===== config.mk =====
export PLATFORM = sky130hd
export DESIGN_NAME = seq_scan_ctrl
export DESIGN_NICKNAME = d
export VERILOG_FILES = /design/src/rtl/seq_pkg.sv /design/src/rtl/seq_match_core.sv /design/src/rtl/seq_scan_ctrl.sv
export SDC_FILE = /design/constraint.sdc
export NUM_CORES = 1
export LEC_CHECK = 0
export ABC_AREA = 1
export BUFFER_PORTS_ARGS = -buffer_cell sky130_fd_sc_hd__buf_4
export CORE_MARGIN = 5
export CORE_UTILIZATION = 56
export DETAILED_ROUTE_END_ITERATION = 12
export PLACE_DENSITY = 0.78
export SYNTH_ARGS = -nofsm -noshare
export SYNTH_HDL_FRONTEND = slang
export SYNTH_HIERARCHICAL = 1
export SYNTH_SLANG_ARGS = --single-unit

===== constraint.sdc =====
create_clock -name clk -period 6.52 [get_ports clk]
set_input_delay 0.326 -clock clk [delete_from_list [all_inputs] [get_ports clk]]
set_output_delay 0.326 -clock clk [all_outputs]
set_load 0.05 [all_outputs]

===== src/rtl/seq_pkg.sv =====
// Shared types and defaults for the serial scan controller and its match core.
package seq_pkg;

    localparam int WORD_W_DEF = 8;
    localparam int PAT_W_DEF  = 8;
    localparam int CNT_W_DEF  = 16;

    typedef enum logic [1:0] {
        IDLE  = 2'd0,
        LOAD  = 2'd1,
        SHIFT = 2'd2,
        DONE  = 2'd3
    } scan_state_e;

    // Folds an out-of-range pattern length into 1..max_len.
    function automatic int clamp_len(input int len, input int max_len);
        if (len < 1)
            return 1;
        else if (len > max_len)
            return max_len;
        else
            return len;
    endfunction

endpackage


===== src/rtl/seq_match_core.sv =====
// Bit history shift register with a length-masked pattern compare; match is registered
// and reflects the history including the bit shifted in on the previous cycle.
module seq_match_core
    import seq_pkg::*;
#(
    parameter int PAT_W = PAT_W_DEF,
    parameter int LEN_W = $clog2(PAT_W) + 1
) (
    input  logic             clk,
    input  logic             rst,
    input  logic             clr,
    input  logic             shift_en,
    input  logic             bit_in,
    input  logic [PAT_W-1:0] pattern,
    input  logic [LEN_W-1:0] pat_len,
    output logic             match
);

    // Only PAT_W-1 past bits need storing; the incoming bit completes the window.
    logic [PAT_W-2:0] hist_q;
    logic [PAT_W-1:0] hist_nxt;
    logic [PAT_W-1:0] mask;
    logic [LEN_W-1:0] seen_q;
    logic [LEN_W-1:0] seen_nxt;
    logic             hit;

    // NOTE: every signal written in always_comb gets a value before any branch,
    // otherwise synthesis infers a latch to hold it.
    always_comb begin
        hist_nxt = {hist_q, bit_in};
        seen_nxt = (seen_q >= pat_len) ? seen_q : seen_q + 1'b1;
        for (int i = 0; i < PAT_W; i++) begin
            mask[i] = (i < int'(pat_len));
        end
        hit = (seen_nxt >= pat_len) && (((hist_nxt ^ pattern) & mask) == '0);
    end

    // NOTE: registers are updated with non-blocking assignments so every flop
    // samples pre-edge values regardless of statement order.
    always_ff @(posedge clk) begin
        if (rst || clr) begin
            hist_q <= '0;
            seen_q <= '0;
            match  <= 1'b0;
        end else if (shift_en) begin
            hist_q <= hist_nxt[PAT_W-2:0];
            seen_q <= seen_nxt;
            match  <= hit;
        end else begin
            match  <= 1'b0;
        end
    end

endmodule


===== src/rtl/seq_scan_ctrl.sv =====
// Word-to-bit scan controller: handshake, MSB-first serialiser, match counting and stop logic.
// Optional SEQ_SCAN_FIRST_POS_EN adds first_pos, the stream index of the first match's last bit.
module seq_scan_ctrl
    import seq_pkg::*;
#(
    parameter int WORD_W = WORD_W_DEF,
    parameter int PAT_W  = PAT_W_DEF,
    parameter int CNT_W  = CNT_W_DEF
) (
    input  logic                  clk,
    input  logic                  rst,
    input  logic                  start,
    input  logic                  abort,
    input  logic [PAT_W-1:0]      pattern,
    input  logic [$clog2(PAT_W):0] pat_len,
    input  logic [CNT_W-1:0]      match_limit,
    input  logic                  in_valid,
    input  logic [WORD_W-1:0]     in_data,
    output logic                  in_ready,
    output logic                  busy,
    output logic                  match_pulse,
    output logic [CNT_W-1:0]      match_count,
    output logic                  done
`ifdef SEQ_SCAN_FIRST_POS_EN
    ,
    output logic [31:0]           first_pos
`endif
);

    localparam int LEN_W  = $clog2(PAT_W) + 1;
    localparam int BIDX_W = $clog2(WORD_W);
    localparam logic [CNT_W-1:0] CNT_MAX = '1;

    scan_state_e       state;
    scan_state_e       state_nxt;
    logic [WORD_W-1:0] word_q;
    logic [BIDX_W-1:0] bit_idx;
    logic [PAT_W-1:0]  pattern_q;
    logic [LEN_W-1:0]  len_q;
    logic [LEN_W-1:0]  len_eff;
    logic [CNT_W-1:0]  limit_q;
    logic [CNT_W-1:0]  count_q;
    logic              start_scan;
    logic              accept;
    logic              shift_en;
    logic              limit_hit;
    logic              stop;
    logic              match;

    always_comb begin
        start_scan  = (state == IDLE) && start;
        in_ready    = (state == LOAD);
        busy        = (state == LOAD) || (state == SHIFT);
        done        = (state == DONE);
        match_pulse = match;
        len_eff     = LEN_W'(clamp_len(int'(pat_len), PAT_W));
        // count_q trails the pulse by a cycle; folding match in here makes the
        // visible count step in the same cycle as match_pulse.
        match_count = (match && (count_q != CNT_MAX)) ? count_q + 1'b1 : count_q;
        limit_hit   = match && (limit_q != '0) && (match_count == limit_q);
        stop        = busy && (abort || limit_hit);
        accept      = in_valid && in_ready && !stop;
        shift_en    = (state == SHIFT) && !stop;
    end

    always_comb begin
        state_nxt = state;
        unique case (state)
            IDLE:  if (start_scan) state_nxt = LOAD;
            LOAD: begin
                if (stop)
                    state_nxt = DONE;
                else if (in_valid)
                    state_nxt = SHIFT;
            end
            SHIFT: begin
                if (stop)
                    state_nxt = DONE;
                else if (bit_idx == '0)
                    state_nxt = LOAD;
            end
            DONE:  state_nxt = IDLE;
            default: state_nxt = IDLE;
        endcase
    end

    always_ff @(posedge clk) begin
        if (rst) begin
            state     <= IDLE;
            word_q    <= '0;
            bit_idx   <= '0;
            pattern_q <= '0;
            len_q     <= LEN_W'(1);
            limit_q   <= '0;
            count_q   <= '0;
        end else begin
            state <= state_nxt;
            if (start_scan) begin
                pattern_q <= pattern;
                len_q     <= len_eff;
                limit_q   <= match_limit;
                count_q   <= '0;
            end else begin
                count_q   <= match_count;
            end
            if (accept) begin
                word_q  <= in_data;
                bit_idx <= BIDX_W'(WORD_W - 1);
            end else if (shift_en) begin
                bit_idx <= bit_idx - 1'b1;
            end
        end
    end

    seq_match_core #(
        .PAT_W (PAT_W),
        .LEN_W (LEN_W)
    ) u_core (
        .clk      (clk),
        .rst      (rst),
        .clr      (start_scan),
        .shift_en (shift_en),
        .bit_in   (word_q[bit_idx]),
        .pattern  (pattern_q),
        .pat_len  (len_q),
        .match    (match)
    );

`ifdef SEQ_SCAN_FIRST_POS_EN
    logic [31:0] pos_cnt;

    // During a match cycle pos_cnt already includes the completing bit.
    always_ff @(posedge clk) begin
        if (rst || start_scan) begin
            pos_cnt   <= '0;
            first_pos <= '1;
        end else begin
            if (shift_en)
                pos_cnt <= pos_cnt + 1'b1;
            if (match && (first_pos == '1))
                first_pos <= pos_cnt - 1'b1;
        end
    end
`endif

endmodule


# Word level (Yosys, flattened, before mapping)
# Cells that the tools add are included.
word_totals:
  elab_cells: 72
  in_bits: 41
  reg_bits: 69
  output_inout_bits: 20
op_classes:
  n_lt_le_gt_ge: 13
  n_bitwise: 3
  addsub: 3
  n_reduce_logical: 21
  mux: 14
  n_eq_ne: 8
op_table:
  columns: ["cell", "n"]
  rows:
  - ["$add 16x1->16 const B", 1]
  - ["$eq 16x16->1", 1]
  - ["$lt 3x4->1 const A", 4]
  - ["$mux 16", 1]
  - ["$ne 16x16->1 const B", 1]
  - ["$reduce_bool 16->1", 1]
  - ["$mux 4", 3]
  - ["$mux 2", 5]
  - ["$logic_and 1x1->1", 9]
  - ["$and 8x8->8", 1]
  - ["$ge 4x4->1", 2]
  - ["$logic_not 8->1", 1]
  - ["$lt 1x4->1 const A", 2]
  - ["$lt 2x4->1 const A", 2]
  - ["$pmux 2 s4", 1]
  - ["$xor 8x8->8", 1]
  - ["$mux 3", 2]
  - ["$ne 3x2->1 const B", 2]
  - ["$add 4x1->4 const B", 1]
  - ["$eq 2x2->1 const B", 2]
  - ["$gt 4x4->1 const B", 1]
  - ["$lt 3x4->1 const B", 1]
  - ["$lt 4x1->1 const B", 1]
  - ["$reduce_or 2->1", 2]
  - ["12 further kinds", 14]

# Logic depth before layout (Yosys ltp)
depth:
  word_depth: 11
  mapped_depth: 26
  mapped_depth_nobuf: 24

# By module
# The synthesis kept the hierarchy.
modules_own_cells:
  columns: ["mod", "seq_area_each_um2", "area_each_um2", "n_inst", "cells_each"]
  rows:
  - ["seq_scan_ctrl", 1141.1, 3280.6, 1, 509]
  - ["seq_match_core", 240.2, 968.4, 1, 156]

# Worst setup path after synthesis
# OpenSTA, ideal clock, no wires.
synth_timing:
  kind: "register to register"
  startpoint: "reg u_core.match"
  endpoint: "reg u_core.match"
  setup_ps: 114
  setup_slack_ps: 3535
  t_arrival_ps: 2871
  path_buffers: 1
  synth_period_minus_slack_ps: 2985
  required_ps: 6406
  path_stages_with_launch: 21
  path_cell_list: "dfxtp_1 -> inv_1 -> nor2_2 -> nand2_1 -> nand2_1 -> nor2_1 -> nor2_1 -> nand2_1 -> nor2_1 -> nand3_1 -> nand2_2 -> nand2_4 -> nand2_4 -> inv_1 -> buf_4 -> inv_2 -> nor2_4 -> nand3_1 -> nor2_1 -> nand2_1 -> nor2_2"
synth_via:
  elab_chain_len: 10
  elab_cells_between_ends: 11
  cone_classes: "1 x eq/ne; 1 x mux; 1 x bitwise; 8 x reduce/logical"
synth_lines:
  columns: ["item", "line", "text"]
  rows:
  - ["start, declared", "seq_match_core.sv:16", "output logic match"]
  - ["start signal, assigned", "seq_match_core.sv:48", "match <= hit;"]
  - ["$logic_and 1x1->1", "seq_scan_ctrl.sv:59", "match_count = (match && (count_q != CNT_MAX)) ? count_q + 1'b1 : count_q;"]
  - ["$mux 16", "seq_scan_ctrl.sv:59", null]
  - ["named net match_count[1]", "seq_scan_ctrl.sv:22", "output logic [CNT_W-1:0] match_count,"]
  - ["$eq 16x16->1", "seq_scan_ctrl.sv:60", "limit_hit = match && (limit_q != '0) && (match_count == limit_q);"]
  - ["$logic_and 1x1->1", "seq_scan_ctrl.sv:60", null]
  - ["$logic_or 1x1->1", "seq_scan_ctrl.sv:61", "stop = busy && (abort || limit_hit);"]
  - ["$logic_and 1x1->1", "seq_scan_ctrl.sv:61", null]
  - ["$logic_not 1->1", "seq_scan_ctrl.sv:63", "shift_en = (state == SHIFT) && !stop;"]
  - ["$logic_and 1x1->1", "seq_scan_ctrl.sv:63", null]
  - ["named net shift_en", "seq_scan_ctrl.sv:45", "logic shift_en;"]
  - ["$not 1->1 (no source line)", null, null]
  - ["$reduce_or 2->1 (no source line)", null, null]
# The timed path passes the listed nets, and every way through them passes these cells.
# A chain may end at the register's enable or synchronous reset.

# Worst setup path after layout
layout_timing:
  startpoint: "reg count_q[0]"
  endpoint: "reg u_core.match"
layout_via:
  elab_chain_len: 11
  elab_cells_between_ends: 12
  cone_classes: "1 x add/sub; 2 x eq/ne; 1 x mux; 1 x bitwise; 7 x reduce/logical"
layout_lines:
  columns: ["item", "line", "text"]
  rows:
  - ["start, declared", "seq_scan_ctrl.sv:42", "logic [CNT_W-1:0] count_q;"]
  - ["start signal, assigned", "seq_scan_ctrl.sv:104", "count_q <= match_count;"]
  - ["branches (longest 2 deep; another with $add 16x1->16)", null, null]
  - ["$mux 16 (*)", "seq_scan_ctrl.sv:59", null]
  - ["$eq 16x16->1 (*)", "seq_scan_ctrl.sv:60", null]
  - ["$logic_and 1x1->1 (*)", "seq_scan_ctrl.sv:60", null]
  - ["$logic_or 1x1->1 (*)", "seq_scan_ctrl.sv:61", null]
  - ["$logic_and 1x1->1 (*)", "seq_scan_ctrl.sv:61", null]
  - ["$logic_not 1->1 (*)", "seq_scan_ctrl.sv:63", null]
  - ["$logic_and 1x1->1 (*)", "seq_scan_ctrl.sv:63", null]
  - ["named net shift_en", "seq_scan_ctrl.sv:45", null]
  - ["$not 1->1 (no source line) (*)", null, null]
  - ["$reduce_or 2->1 (no source line) (*)", null, null]
# Mark *: on every way through the listed nets, which the timed path passes.

==> reports/results.md <==
| Quantity | Reported |
| --- | --- |
| Peak supply drop | 0.2471 mV |
| First-pass GRT wire length | 17.42 mm |
| Iteration-0 DRC Markers | 176 |
| Area Overhead vs Synth | 16.90% |
| Count of input and output buffers | 60 |
| Aggregate global-route resource usage | 22.13% |
| Final worst-path setup slack | 3.039 ns |
| YS warnings | 6 |
| Max Slew Vio Count | 0 |
| Routed vias/inst | 5.182 |
| HPWL after DPL | 7.997 mm |
| CTS tree | yes |
| Post-placement setup slack | 3.124 ns |
| Effective utilization at floorplan | 57.96% |
| Number of antenna violations at the first check in global routing | 0 |
| Residual overflow from global routing | 0 |
| Commonest register cell after synthesis | sky130_fd_sc_hd__dfxtp_1 |
| R2r startpoint | count_q[0] |
| Worst hold-check path type | input pin to flip-flop |
| H-tree levels | 3 |
| Arrival time reported for the critical path endpoint | 3.76 ns |
| DRC errors left | 0 |
| Power per Cell Area | 400.8 nW/um2 |
| Height of the die | 97.11 um |
| Number of inserted filler cells in the final layout | 636 |
| Buffer type at the clock tree root | sky130_fd_sc_hd__clkbuf_8 |
| Library cell occupying the most area in the post-synthesis netlist | sky130_fd_sc_hd__dfxtp_1 |
| Final weighted congestion in routability-driven placement | 0.8668 |
| Number of nets in the layout | 780 |
| Core area | 7331 um2 |
| Number of register bits inferred by synthesis | 69 |
| Post-CTS Hold Fix Bufs | 0 |
| Hold path startpoint | pat_len[0] |
| Setup fix buffers added after clock tree synthesis | 0 |
| Die outline area | 9429 um2 |
| Net count after synthesis | 723 |
| Total standard cell area after synthesis | 4249 um2 |
| Worst slew margin relative to its limit | 54.90% |
| Async S/R FF share, synth | 0% |
| Die Wd | 97.11 um |
| List of most frequent post-synthesis cells | sky130_fd_sc_hd__nand2_1 (173), sky130_fd_sc_hd__inv_1 (91), sky130_fd_sc_hd__nor2_1 (80) |
| Synthesized instance count | 665 |
| Crit Path Class | flip-flop to flip-flop |
| DR pass1 iterations | 5 |
| Critical path launch point type | flip-flop |
| Fin util | 67.76% |
| Clock buffer depth | 2 |
| Via count | 4280 |
| Sum of negative setup slack | 0 ns |
| Clock edge transition at the registers on the reported setup and hold paths | 0.07 ns |
| Unrepaired setup endpoints after global routing | no |
| Average footprint of a synthesized cell | 6.390 um2 |
| Max-cap check violation count | 0 |
| Required time at the worst-slack endpoint | 6.80 ns |
| Count of antenna-violating nets left after detailed routing | 0 |
| Worst-Margin Slew | 0.6748 ns |
| TritonCTS buffer count | 9 |
| Final-report hold violation count | 0 |
| Dominant cells by area after synthesis | sky130_fd_sc_hd__dfxtp_1 (33%), sky130_fd_sc_hd__nand2_1 (15%), sky130_fd_sc_hd__inv_1 (8.0%) |
| Clock skew after layout | 0.007373 ns |
| Largest net degree at the start of global routing | 43 |
| Highest attainable clock frequency | 287.3 MHz |
| CP Capture Type | flip-flop |
| Final routed wirelength across all metal layers | 10.59 mm |
| Avg WL per Cell | 12.82 um |
| Proportion of netlist area held by the largest area contributor | 32.51% |
| Post-synthesis sequential area ratio | 32.51% |
| Final critical delay including setup and external delays | 3.481 ns |
| Total number of clock tree sinks | 69 |
| Ratio of final minimum period to clock period | 53.38% |
| Number of instances resized during post-cts repair | 0 |
| Diode insertion count for antenna repair | 0 |
| Clock latency at the later pin of the worst-skew pair | 0.34 ns |
| Row cnt | 31 |
| Share of layout cells above drive strength 1 | 16.51% |
| Crit Path Max Fanout | 20 |
| Source of the critical timing path | count_q[0] |
| Static power due to leakage | 2.367 nW |
| EDFF count, synth | 0 |
| Vias in the first global route | 4013 |
| Result of the run | finished clean |
| Dominant cell by count in the synthesized netlist | sky130_fd_sc_hd__nand2_1 |
| Setup violation total in the final timing report | 0 |
| Number of top-level pins | 61 |
| Library cells used by synthesis | 37 |
==> placed cells by master (no fill, tap or decap), drive strengths merged <==
| cell type | netlist | routed |
|---|---|---|
| a31oi | 2 | 2 |
| xor2 | 3 | 3 |
| ha | 17 | 17 |
| or2 | 3 | 3 |
| and2 | 1 | 1 |
| o21ai | 46 | 46 |
| xnor2 | 5 | 5 |
| o21a | 2 | 2 |
| nand3 | 57 | 57 |
| nor4 | 4 | 4 |
| bufinv | 0 | 2 |
| a21oi | 47 | 47 |
| nor2 | 90 | 90 |
| a22oi | 1 | 1 |
| nand4 | 9 | 9 |
| buf | 6 | 62 |
| nand3b | 4 | 4 |
| dfxtp | 69 | 69 |
| clkbuf | 10 | 12 |
| nand2 | 190 | 190 |
| o22ai | 1 | 1 |
| inv | 96 | 96 |
| o21bai | 1 | 1 |
| clkinv | 1 | 3 |
==> where the power goes <==
group / total, mW / internal, mW / switching (mW)
combinational: 0.981 / 0.346 / 0.635
clock: 0.397 / 0.235 / 0.162
sequential: 0.612 / 0.518 / 0.0946
total: 1.99 / 1.10 / 0.892
==> worst max-delay path, cell delays in order (launching register included) <==
cell and delay (ns):
sky130_fd_sc_hd__dfxtp_1 0.41, sky130_fd_sc_hd__ha_1 0.31, sky130_fd_sc_hd__nand3_2 0.14, sky130_fd_sc_hd__nor2_2 0.16, sky130_fd_sc_hd__nand2_2 0.09, sky130_fd_sc_hd__nand2_2 0.29
sky130_fd_sc_hd__nand2_1 0.15, sky130_fd_sc_hd__nand2_1 0.14, sky130_fd_sc_hd__nand2_1 0.06, sky130_fd_sc_hd__nand2_1 0.06, sky130_fd_sc_hd__inv_1 0.04, sky130_fd_sc_hd__nand2_1 0.06
sky130_fd_sc_hd__nor2_1 0.05, sky130_fd_sc_hd__nand3_1 0.10, sky130_fd_sc_hd__nand2_2 0.08, sky130_fd_sc_hd__nand2_4 0.14, sky130_fd_sc_hd__nand2_4 0.08, sky130_fd_sc_hd__inv_1 0.43
sky130_fd_sc_hd__inv_2 0.17, sky130_fd_sc_hd__nor2_4 0.13, sky130_fd_sc_hd__nand3_1 0.08, sky130_fd_sc_hd__nor2_1 0.10, sky130_fd_sc_hd__nand2_1 0.07, sky130_fd_sc_hd__nor2_2 0.09
==> area by class of cell <==
class | count | area (um2) | area share, %
clock buffer | 12 | 155.1 | 3.123
timing repair buffer | 62 | 465.4 | 9.370
clock inverter | 4 | 70.07 | 1.411
inverter | 97 | 364.1 | 7.330
sequential | 69 | 1381 | 27.81
multi-input combinational | 483 | 2407 | 48.46
tap | 99 | 123.9 | 2.494
==> final timing paths <==
kind	to	slack, ns	cells past startpoint
worst max-delay path	u_core/match	3.04	23
worst min-delay path	len_q[0]	0.21	3
worst max register to register	u_core/match	3.04	23
worst min register to register	word_q[2]	0.46	2
==> through the flow <==
stage | hold slack [ns] | cell area [um2] | instances | total power, mW
floorplan | 0.4297 | 4249 | 665 | 1.370
global placement | 0.4453 | 4742 | 810 | 1.563
detailed placement | 0.4495 | 4742 | 810 | 1.594
CTS | 0.2037 | 4967 | 826 | 1.994
global route | 0.2238 | 4967 | 826 | 2.157
finish | 0.2097 | 4967 | 826 | 1.991
==> flip-flops by register name (all words and copies together) (netlist names) <==
signal / cells
pattern_q: 8
u_core/seen_q: 4
len_q: 4
word_q: 8
bit_idx: 3
u_core/hist_q: 7
count_q: 16
state: 2
u_core/match: 1
limit_q: 16
==> cell families after synthesis <==
family,Yosys count,share of synthesized area (%)
buffers and inverters,113,10.84
adders and majority gates,17,5.006
AOI/OAI and AO/OA,100,12.46
DFF,69,32.51
xor gates and xnor gates,8,1.649
and+or+nand+nor,358,37.54
==> per-layer routing <==
layer | GRT usage, % | vias up | wire (um)
li1 | - | 2220 | -
met1 | 25.01 | 1919 | 4418
met2 | 39.76 | 119 | 5327
met3 | 5.097 | 22 | 550
met4 | 9.179 | 0 | 295
met5 | 0 | - | 0
Note: power is estimated with default switching activity, not from simulation.
